===== src/rtl/addsub_arbiter_pkg.sv =====
// Shared constants, FSM encoding and grant selection for the add/sub arbiter.
package addsub_arbiter_pkg;
    localparam int WIDTH_DEF = 32;
    localparam int NREQ      = 2;

    typedef enum logic [1:0] {
        IDLE = 2'd0,
        EXEC = 2'd1,
        RESP = 2'd2
    } state_t;

    // A lone requester always wins; on contention the round-robin holder wins.
    function automatic logic pick_grant(input logic [NREQ-1:0] valid, input logic rr);
        return (valid == 2'b11) ? rr : valid[1];
    endfunction
endpackage


===== src/rtl/N_bit_adder.sv =====
// Ripple-carry add/subtract unit: B is inverted by cy_in, so cy_in=1 gives A-B.
module N_bit_adder #(
    parameter int N = 32
) (
    input  logic [N-1:0] a,
    input  logic [N-1:0] b,
    input  logic         cy_in,
    output logic [N-1:0] answer,
    output logic         carry_out,
    output logic         overflow
);
    logic [N-1:0] b_eff;

    assign b_eff = b ^ {N{cy_in}};

    always_comb begin
        logic carry;
        carry  = cy_in;
        answer = '0;
        for (int i = 0; i < N; i++) begin
            answer[i] = a[i] ^ b_eff[i] ^ carry;
            carry     = (a[i] & b_eff[i]) | (carry & (a[i] ^ b_eff[i]));
        end
        carry_out = carry;
    end

    // Signed overflow: operands agree in sign but the result does not.
    assign overflow = (a[N-1] == b_eff[N-1]) && (answer[N-1] != a[N-1]);
endmodule


===== src/rtl/addsub_arbiter.sv =====
// Round-robin shares one add/sub unit between two requesters: accept, execute, respond.
module addsub_arbiter
    import addsub_arbiter_pkg::*;
#(
    parameter int WIDTH = WIDTH_DEF
) (
    input  logic                  clk,
    input  logic                  rst_n,
    input  logic [NREQ-1:0]       req_valid,
    output logic [NREQ-1:0]       req_ready,
    input  logic [NREQ*WIDTH-1:0] req_a,
    input  logic [NREQ*WIDTH-1:0] req_b,
    input  logic [NREQ-1:0]       req_sub,
    output logic [NREQ-1:0]       resp_valid,
    input  logic [NREQ-1:0]       resp_ready,
    output logic [WIDTH-1:0]      resp_sum,
    output logic                  resp_cout,
    output logic                  resp_ovf
);
    state_t             state;
    logic               rr;
    logic               grant;
    logic               gsel;
    logic [WIDTH-1:0]   op_a;
    logic [WIDTH-1:0]   op_b;
    logic               op_sub;
    logic [WIDTH-1:0]   add_sum;
    logic               add_cout;
    logic               add_ovf;

    assign gsel = pick_grant(req_valid, rr);

    N_bit_adder #(.N(WIDTH)) u_adder (
        .a         (op_a),
        .b         (op_b),
        .cy_in     (op_sub),
        .answer    (add_sum),
        .carry_out (add_cout),
        .overflow  (add_ovf)
    );

    // The only combinational output path: req_valid -> req_ready while idle.
    always_comb begin
        req_ready = '0;
        if (state == IDLE && |req_valid)
            req_ready[gsel] = 1'b1;
    end

    always_comb begin
        resp_valid = '0;
        if (state == RESP)
            resp_valid[grant] = 1'b1;
    end

    always_ff @(posedge clk or negedge rst_n) begin
        if (!rst_n) begin
            state     <= IDLE;
            rr        <= 1'b0;
            grant     <= 1'b0;
            op_a      <= '0;
            op_b      <= '0;
            op_sub    <= 1'b0;
            resp_sum  <= '0;
            resp_cout <= 1'b0;
            resp_ovf  <= 1'b0;
        end else begin
            case (state)
                IDLE: if (|req_valid) begin
                    grant  <= gsel;
                    op_a   <= gsel ? req_a[WIDTH +: WIDTH] : req_a[0 +: WIDTH];
                    op_b   <= gsel ? req_b[WIDTH +: WIDTH] : req_b[0 +: WIDTH];
                    op_sub <= req_sub[gsel];
                    state  <= EXEC;
                end
                EXEC: begin
                    resp_sum  <= add_sum;
                    resp_cout <= add_cout;
                    resp_ovf  <= add_ovf;
                    state     <= RESP;
                end
                RESP: if (resp_ready[grant]) begin
                    // Priority passes to the other requester only once a response completes.
                    rr    <= ~grant;
                    state <= IDLE;
                end
                default: state <= IDLE;
            endcase
        end
    end
endmodule


===== config.mk =====
export PLATFORM = sky130hd
export DESIGN_NAME = addsub_arbiter
export DESIGN_NICKNAME = d
export VERILOG_FILES = /design/src/rtl/addsub_arbiter_pkg.sv /design/src/rtl/N_bit_adder.sv /design/src/rtl/addsub_arbiter.sv
export SDC_FILE = /design/constraint.sdc
export NUM_CORES = 1
export LEC_CHECK = 0
export BUFFER_PORTS_ARGS = -buffer_cell sky130_fd_sc_hd__clkbuf_2
export CORE_AREA = 2 2 106 108
export DETAILED_ROUTE_END_ITERATION = 6
export DIE_AREA = 0 0 108 110
export GPL_TIMING_DRIVEN = 1
export PLACE_DENSITY = 0.82
export SLEW_MARGIN = 10
export SYNTH_ARGS = -nofsm -noshare
export SYNTH_HDL_FRONTEND = slang
export SYNTH_SLANG_ARGS = --single-unit

===== constraint.sdc =====
create_clock -name clk -period 17.7 [get_ports clk]
set_clock_uncertainty 0.05 [all_clocks]
set_input_delay 1.77 -clock clk [delete_from_list [all_inputs] [get_ports clk]]
set_output_delay 1.77 -clock clk [all_outputs]
set_load 0.02 [all_outputs]

==> results of run 1 <==
-- synth_stat cells --
| master | instances |
|---|---|
| nand3b_1 | 1 |
| ha_1 | 1 |
| mux2_2 | 3 |
| fa_1 | 31 |
| inv_1 | 92 |
| a31oi_1 | 1 |
| inv_2 | 2 |
| clkbuf_1 | 17 |
| mux2i_1 | 1 |
| nand2_1 | 33 |
| or2_4 | 1 |
| dfrtp_1 | 103 |
| nor2_1 | 5 |
| o21a_1 | 36 |
| o21ai_0 | 63 |
| a221o_1 | 36 |
| a21oi_1 | 1 |
| buf_1 | 3 |
| xor2_1 | 2 |
| xnor2_1 | 31 |
| o221ai_1 | 29 |
| nand2b_1 | 2 |
| buf_6 | 3 |
| buf_2 | 14 |
| o31ai_1 | 1 |
| nor2b_1 | 1 |
| nand3_1 | 1 |
| and3_1 | 1 |
-- registers in the layout, indices dropped and copies added (netlist names) --
signal	count
op_a	32
op_b	32
resp_sum	32
state	2
grant	1
op_sub	1
resp_cout	1
resp_ovf	1
rr	1
-- worst paths after layout --
kind,startpoint,endpoint,slack (ps),cells after the start
min in group asynchronous,rst_n,op_a[14],1360,1
worst max register to register,op_sub,resp_ovf,3430,38
worst max-delay path,op_sub,resp_ovf,3430,38
worst min register to register,resp_sum[1],resp_sum[1],440,2
max in group asynchronous,rst_n,resp_sum[3],15100,2
worst min-delay path,resp_sum[1],resp_sum[1],440,2
-- worst max-delay path, delay by kind of cell (launching register included) --
| kind | cells | cell delay [ps] |
|---|---|---|
| compound gates | 1 | 210 |
| xor+xnor | 1 | 150 |
| fa+ha+maj | 31 | 12530 |
| buf+inv | 4 | 650 |
| flops | 1 | 350 |
| mux | 1 | 180 |
-- per-stage QoR --
step / hold WS [ps] / instances / total power [mW] / util
floorplan: 432.7 / 515 / 0.9730 / -
CTS: 439.9 / 810 / 1.304 / 0.6132
global route: 460.7 / 810 / 1.432 / 0.6132
detailed placement: 420.7 / 796 / 1.168 / 0.5979
finish: 435.4 / 810 / 1.290 / 0.6132
global placement: 411.6 / 796 / 1.125 / 0.5979
-- cell type report --
type | instances | area (µm²) | area share
well taps | 140 | 175.2 | 0.02670
multi-input cells | 281 | 2384 | 0.3633
clock buffers | 13 | 158.9 | 0.02422
flip-flops and latches | 103 | 2579 | 0.3931
inverters | 94 | 352.8 | 0.05379
repair buffers | 178 | 905.9 | 0.1381
clock inverters | 1 | 5.005 | 0.0007629
-- per-layer routing --
metal / part of all wire / vias up / track usage / wire, µm
met4: 0.017 / 0 / 0.08425 / 231
li1: - / 2035 / - / -
met2: 0.52 / 165 / 0.4205 / 6893
met3: 0.062 / 19 / 0.03939 / 822
met1: 0.40 / 2101 / 0.2909 / 5255
met5: 0 / - / 0 / 0
-- logic make-up (layout without fill, tap and decap cells) --
family,after synthesis,in the layout,share of synthesized area
adders and majority gates,32,32,0.1155
buffers and inverters,131,286,0.09699
xor gates and xnor gates,33,33,0.05272
DFF,103,103,0.4701
muxes,4,4,0.007987
and+or+nand+nor,45,45,0.03446
AOI/OAI and AO/OA,167,167,0.2223
-- report_power, final --
| part | leakage, nW | internal (mW) | total, mW | switching (mW) |
|---|---|---|---|---|
| sequential | 1.27 | 0.355 | 0.433 | 0.0783 |
| combinational | 1.95 | 0.315 | 0.724 | 0.409 |
| clock | 0.0854 | 0.0574 | 0.133 | 0.0753 |
==> results.md, run 1 <==
* Outcome: completed
* Setup Viol. Count Final at 0
* Critical Path Sink Type: flip-flop
* DP Wirelength at ~9.5 mm
* Clk Latency, worst-skew pair at ~360 ps
* Final instance area at roughly 6600 µm²
* Die extent in y at between 100 and 150 µm
* Power Dens Cells at a little under 200 nW/µm²
* Setup WS post-layout at around 3400 ps
* Post-CTS Setup Bufs at 0
* Total negative setup slack at 0 ps
* Share of cells above drive strength 1 at 0.2970
* Post-Synthesis Cells at ~520
* Synth cell types at 28
* H-tree levels at 3
* Post-CTS Resized at 0
* Synth Area per Inst at roughly 11 µm²
* Ant diodes at 0
* Period utilization at 0.8065
* Max_cap viols at 0
* CTS tree: yes
* First-pass GRT wire length at ~22 mm
* Die area at roughly 12000 µm²
* Post-Syn Area at ~5500 µm²
* Initial antenna violation count at 0
* Chip width at around 110 µm
* Commonest non-fill, non-tap cell in the layout: clkbuf_2
* Max-slew headroom at 0.2900
* Worst Path Required at 17900 ps
* Gr usage total at 0.2358
* F_max at 70.06 MHz
* Final Wtd Congestion at 0.7744
* Vias in the first global route at 4562
* CTS Hold Bufs at 0
* Commonest cells after routing, fill and taps aside: 172 x clkbuf_2, 102 x dfrtp_1, 92 x inv_1
* Dpl ws at 3381 ps
* Syn. warnings at 0
* Yosys top cell area share at 0.4701
* RSZ-0062 raised after global routing: false
* Crit path largest cell delay at roughly 460 ps
* Initial Util at 0.5125
* Critical path peak fanout at 33
* Post-synth top area cell: dfrtp_1
* Syn nets at 683
* Setup CP Type: flip-flop to flip-flop
* Sequential share of the synthesized area at 0.4701
* Max VDD drop at 85.94 µV
* Final slew viol count at 0
* Core ar. at approximately 11000 µm²
* # clock sinks at slightly above 100
* Nets at 835
* Crit path launch type: flip-flop
* Fin crit period at approximately 14000 ps
* Fin. Hold Viols at 0
* Worst Tran Pin Value at roughly 1100 ps
* Port Buf Inserts at between 150 and 200
* Iteration-0 DRC Markers at around 270
* Congestion Overflow GR at 0
* Core Rows at 38
* Number of synthesized register bits at 103
* Critical path's most frequent cell: fa_1
* Vias per cell at ~5.3
* Post-route ant nets at 0
* Area Growth Syn to Fin at 19.65%
* CTS root buf: clkbuf_8
* Top cells by area, synth: dfrtp_1 47%, fa_1 11%, a221o_1 6.6%, inv_1 6.3%, o21ai_0 5.8%
* Crit path max-delay cell type: fa_1
* Fill count at 941
* # DRC at 0
* Max clock buf depth at 2
* Dpl cell area at 6396 µm²
* WL final at ~13 mm
* Clock transition at the registers of the reported paths at roughly 90 ps
* Worst EP arrival at between 10000 and 15000 ps
* DR pass1 iterations at 5
* Detailed-route via count at roughly 4300
* I/O Pins at 174
* Worst Hold Class: flip-flop to flip-flop
* Wirelength per Cell at around 16 µm
* Leakage at approximately 3.3 nW
* Clock buffer count from CTS at 9
* Largest net degree at the start of global routing at 68
Power figures use the tool's default switching activity.
==> run 2, diff against run 1 <==
- CORE_AREA: 2 2 106 108 -> 2 2 112 114
- DIE_AREA: 0 0 108 110 -> 0 0 114 116
- PLACE_DENSITY: 0.82 -> 0.78
- clock period: 17.7 -> 12.39 ns (I/O delays scaled with it)
==> results.md, run 2 (synthesis gave the netlist of run 1 again) <==
* WL final at 13.54 mm (+2.5%)
* CTS Hold Bufs at 0 (unchanged)
* # clock sinks at 103 (unchanged)
* F_max at 81.29 MHz (+16%)
* Crit path launch type: flip-flop
* Critical path peak fanout at 4 (-88%)
* Max VDD drop at 194.1 µV (+130%)
* Critical Path Sink Type: flip-flop
* Share of cells above drive strength 1 at 0.3560 (+0.05897)
* Die extent in y at 116 µm (+5.5%)
* Reg power frac at 0.300 (-0.036)
* Max layer used: met4
* Top flop regs: op_a x32, op_b x32, resp_sum x32
* Worst Path Required at 12600 ps (-5300 ps)
* Worst EP arrival at 12510 ps (-1970 ps)
* Max_cap viols at 0 (unchanged)
* Met3 routed WL at 915 µm (+11%)
* Fill count at 1021 (+8.5%)
* Fin. Hold Viols at 0 (unchanged)
* Outcome: completed
* Leakage at 3.396 nW (+2.8%)
* Period utilization at 0.9929 (+0.1864)
* Nets at 840 (+0.60%)
* WP buf/inv at 3 (-1)
* Final Wtd Congestion at 0.7658 (-1.1%)
* Commonest non-fill, non-tap cell in the layout: clkbuf_2
* Crit path largest cell delay at 440 ps (-20 ps)
* Met1 wire length at 5.665 mm (+7.8%)
* Clk Latency, worst-skew pair at 350 ps (about the same)
* Initial Util at 0.4603 (-0.05222)
* Critical path's most frequent cell: fa_2
* Hold Path Sink: resp_sum[0]
* CP top delay family: adder cells
* Fin crit period at 12300 ps (-1973 ps)
* Chip width at 114 µm (+5.6%)
* Tot Pwr at 2.055 mW (+59%)
* Initial antenna violation count at 0 (unchanged)
* Clock buffer count from CTS at 9 (unchanged)
* Core Rows at 40 (+5.3%)
* Met2 wire len at 6.754 mm (-2.0%)
* Commonest cells after routing, fill and taps aside: 172 x clkbuf_2, 102 x dfrtp_1, 89 x inv_1
* Combinational share of power at 0.547 (-0.014)
* Die area at 13220 µm² (+11%)
* Iteration-0 DRC Markers at 238 (-11%)
* Reg2reg setup slack at 90 ps (-3340 ps)
* Dpl cell area at 6497 µm² (+1.6%)
* Power Dens Cells at 299.7 nW/µm² (+52%)
* Max clock buf depth at 2 (unchanged)
* Worst r2r dst: resp_ovf
* Ant diodes at 0 (unchanged)
* Min-delay src: resp_sum[0]
* Setup CP Type: flip-flop to flip-flop
* DR pass1 iterations at 4 (-1)
* I/O Pins at 174 (unchanged)
* Worst Hold Class: flip-flop to flip-flop
* CTS root buf: clkbuf_16
* Congestion Overflow GR at 0 (unchanged)
* Core ar. at 11910 µm² (+11%)
* Switching fraction of total power at 0.4200 (-0.01623)
* H-tree levels at 3 (unchanged)
* Hold Path Depth at 2 (unchanged)
* Vias in the first global route at 4615 (+1.2%)
* Crit path max-delay cell type: dfrtp_2
* Internal power at 1.192 mW (+64%)
* Clock transition at the registers of the reported paths at 70 ps (-20 ps)
* Final instance area at 6857 µm² (+4.5%)
* R2R depth at 37 (-2.6%)
* Wirelength per Cell at 16.43 µm (+0.80%)
* # DRC at 0 (unchanged)
* First-pass GRT wire length at 22.08 mm (+2.5%)
* Vias per cell at 5.265 (-1.3%)
* Largest net degree at the start of global routing at 68 (unchanged)
* Post-route ant nets at 0 (unchanged)
* Worst Tran Pin Value at 764.5 ps (-300.5 ps)
* Switching pwr at 0.8630 mW (+53%)
* Total negative setup slack at 0 ps (unchanged)
* Detailed-route via count at 4338 (+0.42%)
* Setup Viol. Count Final at 0 (unchanged)
* Area Growth Syn to Fin at 25.06%
* Final slew viol count at 0 (unchanged)
* CTS tree: yes
* RSZ-0062 raised after global routing: true
* Gr usage total at 0.2169 (-0.01887)
* Port Buf Inserts at 173 (unchanged)
* RR Startpoint: op_sub
* DP Wirelength at 9.741 mm (+3.0%)
* Max-slew headroom at 0.4903 (+0.2003)
* Clock group share of total power at 0.152 (+0.049)
[run 2: cell types whose count changed in the layout (fill, tap and decap cells not counted), moves of 3 or more]
cell | before | now
fa_1 | 31 | 2
fa_2 | 0 | 29
clkbuf_8 | 11 | 1
clkbuf_16 | 0 | 9
buf_4 | 6 | 11
inv_1 | 92 | 89
inv_2 | 2 | 5
[run 2: how the worst max path moves through the flow]
stage	depth (start not counted)	to	startpoint
after floorplan	39	resp_ovf	op_sub
after global placement	37	resp_ovf	op_sub
after detailed placement	37	resp_ovf	op_sub
after CTS	37	resp_ovf	op_sub
after global routing	37	resp_ovf	op_sub
final	37	resp_ovf	op_sub
[run 2: per-stage QoR]
| stage | setup WS [ps] | cells | util | hold slack (ps) |
|---|---|---|---|---|
| final | 88.38 | 824 | 0.5756 | 434.0 |
| after global routing | -263.3 | 824 | 0.5756 | 461.8 |
| after CTS | -23.05 | 824 | 0.5745 | 440.1 |
| after detailed placement | -174.4 | 807 | 0.5455 | 423.4 |
| after global placement | -0.8589 | 807 | 0.5455 | 411.1 |
| after floorplan | 9.936 | 515 | - | 432.7 |
[run 2: worst register-to-register path, delay by kind of cell (launching register included)]
| kind | cells | cell delay, ps |
|---|---|---|
| AOI/OAI and AO/OA | 1 | 180 |
| xor gates and xnor gates | 2 | 310 |
| adders and majority gates | 31 | 11050 |
| buffers and inverters | 3 | 160 |
| DFF | 1 | 440 |
[run 2: repair_timing]
action | in CTS | in global routing
setup buffers | 1 | 0
resized for setup | 4 | 5
endpoints found under the setup margin | 2 | 2
pin swaps | 0 | 1
[run 2: per-layer routing]
layer | vias to the layer above | global-route usage
met1 | 2102 | 0.2690
met5 | - | 0
met2 | 163 | 0.3690
li1 | 2057 | -
met3 | 16 | 0.06485
met4 | 0 | 0.06585
[run 2: power groups by stage]
stage          clock (mW)  combinational (mW)  sequential, mW
2_1_floorplan           0               0.774           0.656
3_3_place_gp            0                1.06           0.614
3_5_place_dp            0                1.12           0.622
4_1_cts             0.320                1.14           0.617
5_1_grt             0.333                1.29           0.638
6_report            0.313                1.12           0.617
[run 2: layout make-up]
type	count	area, µm²	area share
clock buffers	10	239.0	0.03485
flip-flops and latches	103	2579	0.3761
repair buffers	183	943.4	0.1376
multi-input cells	281	2467	0.3599
inverters	94	352.8	0.05146
well taps	147	183.9	0.02682
clock inverters	6	91.34	0.01332
==> run 3, diff against run 2 <==
- MAX_ROUTING_LAYER: default -> met4
==> results.md, run 3 (synthesis gave the netlist of run 1 again) <==
* Outcome: completed
* Hold Path Depth at 2 (unchanged)
* First-pass GRT wire length at 22.05 mm (-0.13%)
* Gr usage total at 0.2234 (+0.006478)
* Setup CP Type: flip-flop to flip-flop
* Max_cap viols at 0 (unchanged)
* Clk Latency, worst-skew pair at 350 ps (about the same)
* Leakage at 3.396 nW (unchanged)
* Ant diodes at 0 (unchanged)
* Initial antenna violation count at 0 (unchanged)
* RSZ-0062 raised after global routing: true
* R2R depth at 37 (unchanged)
* Period utilization at 0.9927 (about the same)
* Fill count at 1021 (unchanged)
* DR pass1 iterations at 4 (unchanged)
* Area Growth Syn to Fin at 25.06% (unchanged)
* Critical path's most frequent cell: fa_2
* Initial Util at 0.4603 (unchanged)
* Core Rows at 40 (unchanged)
* H-tree levels at 3 (unchanged)
* Final slew viol count at 0 (unchanged)
* Critical Path Sink Type: flip-flop
* Wirelength per Cell at 16.45 µm (+0.10%)
* Power Dens Cells at 299.6 nW/µm² (about the same)
* Core ar. at 11910 µm² (unchanged)
* Worst Hold Class: flip-flop to flip-flop
* CTS root buf: clkbuf_16
* Die extent in y at 116 µm (unchanged)
* WL final at 13.55 mm (+0.10%)
* WHS at 434.7 ps (+0.6950 ps)
* DP Wirelength at 9.741 mm (unchanged)
* Commonest non-fill, non-tap cell in the layout: clkbuf_2
* Clock buffer count from CTS at 9 (unchanged)
* Final Wtd Congestion at 0.7761 (+1.3%)
* Largest net degree at the start of global routing at 68 (unchanged)
* Max-slew headroom at 0.4877 (-0.002643)
* Die area at 13220 µm² (unchanged)
* Fin. Hold Viols at 0 (unchanged)
* Critical path peak fanout at 4 (unchanged)
* Setup Viol. Count Final at 0 (unchanged)
* Congestion Overflow GR at 0 (unchanged)
* Worst Path Required at 12600 ps (about the same)
* Post-route ant nets at 0 (unchanged)
* Max VDD drop at 193.3 µV (-0.39%)
* I/O Pins at 174 (unchanged)
* Crit path largest cell delay at 440 ps (about the same)
* Max clock buf depth at 2 (unchanged)
* Nets at 840 (unchanged)
* Fin crit period at 12300 ps (-1.750 ps)
* Crit path max-delay cell type: dfrtp_2
* CTS tree: yes
* Crit path launch type: flip-flop
* Worst Tran Pin Value at 768.5 ps (+3.965 ps)
* Vias in the first global route at 4622 (+0.15%)
* Vias per cell at 5.297 (+0.62%)
* # clock sinks at 103 (unchanged)
* Detailed-route via count at 4365 (+0.62%)
* F_max at 81.30 MHz (about the same)
* Clock transition at the registers of the reported paths at 70 ps (about the same)
* Setup WS post-layout at 90.13 ps (+1.750 ps)
* Share of cells above drive strength 1 at 0.3560 (unchanged)
* Iteration-0 DRC Markers at 194 (-18%)
* Worst EP arrival at 12510 ps (about the same)
* # DRC at 0 (unchanged)
* Chip width at 114 µm (unchanged)
* Port Buf Inserts at 173 (unchanged)
* Top flop regs: op_a x32, op_b x32, resp_sum x32
* Dpl ws at -174.4 ps (unchanged)
* Commonest cells after routing, fill and taps aside: 172 x clkbuf_2, 102 x dfrtp_1, 89 x inv_1
[run 3: cell counts in the layout (fill, tap and decap cells not counted)]
Identical to the previous run, type by type.
[run 3: worst paths after layout]
path / startpoint / to / slack, ps
min reg2reg: resp_sum[0] / resp_sum[0] / 430
max in group asynchronous: rst_n / op_sub / 10240
min in group asynchronous: rst_n / op_a[14] / 840
max reg2reg: op_sub / resp_ovf / 90
min: resp_sum[0] / resp_sum[0] / 430
max: op_sub / resp_ovf / 90
[run 3: routing by layer]
| metal | track usage | wire [µm] | vias to the layer above | part of all wire |
|---|---|---|---|---|
| li1 | - | - | 2059 | - |
| met1 | 0.2696 | 5749 | 2132 | 0.42 |
| met4 | 0.06585 | 221 | 0 | 0.016 |
| met5 | - | 0 | - | 0 |
| met3 | 0.06015 | 889 | 17 | 0.066 |
| met2 | 0.3706 | 6691 | 157 | 0.49 |
[run 3: what timing repair did]
item | CTS | global route
hold buffers | 0 | 0
cloned | 0 | 0
pin swaps | 0 | 1
setup endpoints to repair | 2 | 2
setup buffers | 1 | 0
resized for setup | 4 | 5
[run 3: report_power, final]
part	switching (mW)	total, mW	internal, mW
clock network	0.130	0.314	0.184
registers	0.110	0.617	0.507
logic	0.623	1.12	0.500
[run 3: cell type report]
| type | instances | area, µm² | area share |
|---|---|---|---|
| clock buffer | 10 | 239.0 | 0.03485 |
| clock inverter | 6 | 91.34 | 0.01332 |
| inverter | 94 | 352.8 | 0.05146 |
| timing repair buffer | 183 | 943.4 | 0.1376 |
| sequential | 103 | 2579 | 0.3761 |
| multi-input combinational | 281 | 2467 | 0.3599 |
| tap | 147 | 183.9 | 0.02682 |
[run 3: per-stage QoR]
stage	setup TNS [ps]	area, µm²	instances	util	total power [mW]
floorplan	0	5562	515	-	1.430
global placement	-0.8589	6497	807	0.5455	1.674
detailed placement	-301.2	6497	807	0.5455	1.744
CTS	-23.05	6843	824	0.5745	2.077
global route	-468.7	6857	824	0.5756	2.259
finish	0	6857	824	0.5756	2.054
[run 3: critical path: cells and delay by family, from the launching register on]
family	cells	cell delay, ps
buffers and inverters	3	160
adders and majority gates	31	11050
xor gates and xnor gates	2	310
DFF	1	440
AOI/OAI and AO/OA	1	180
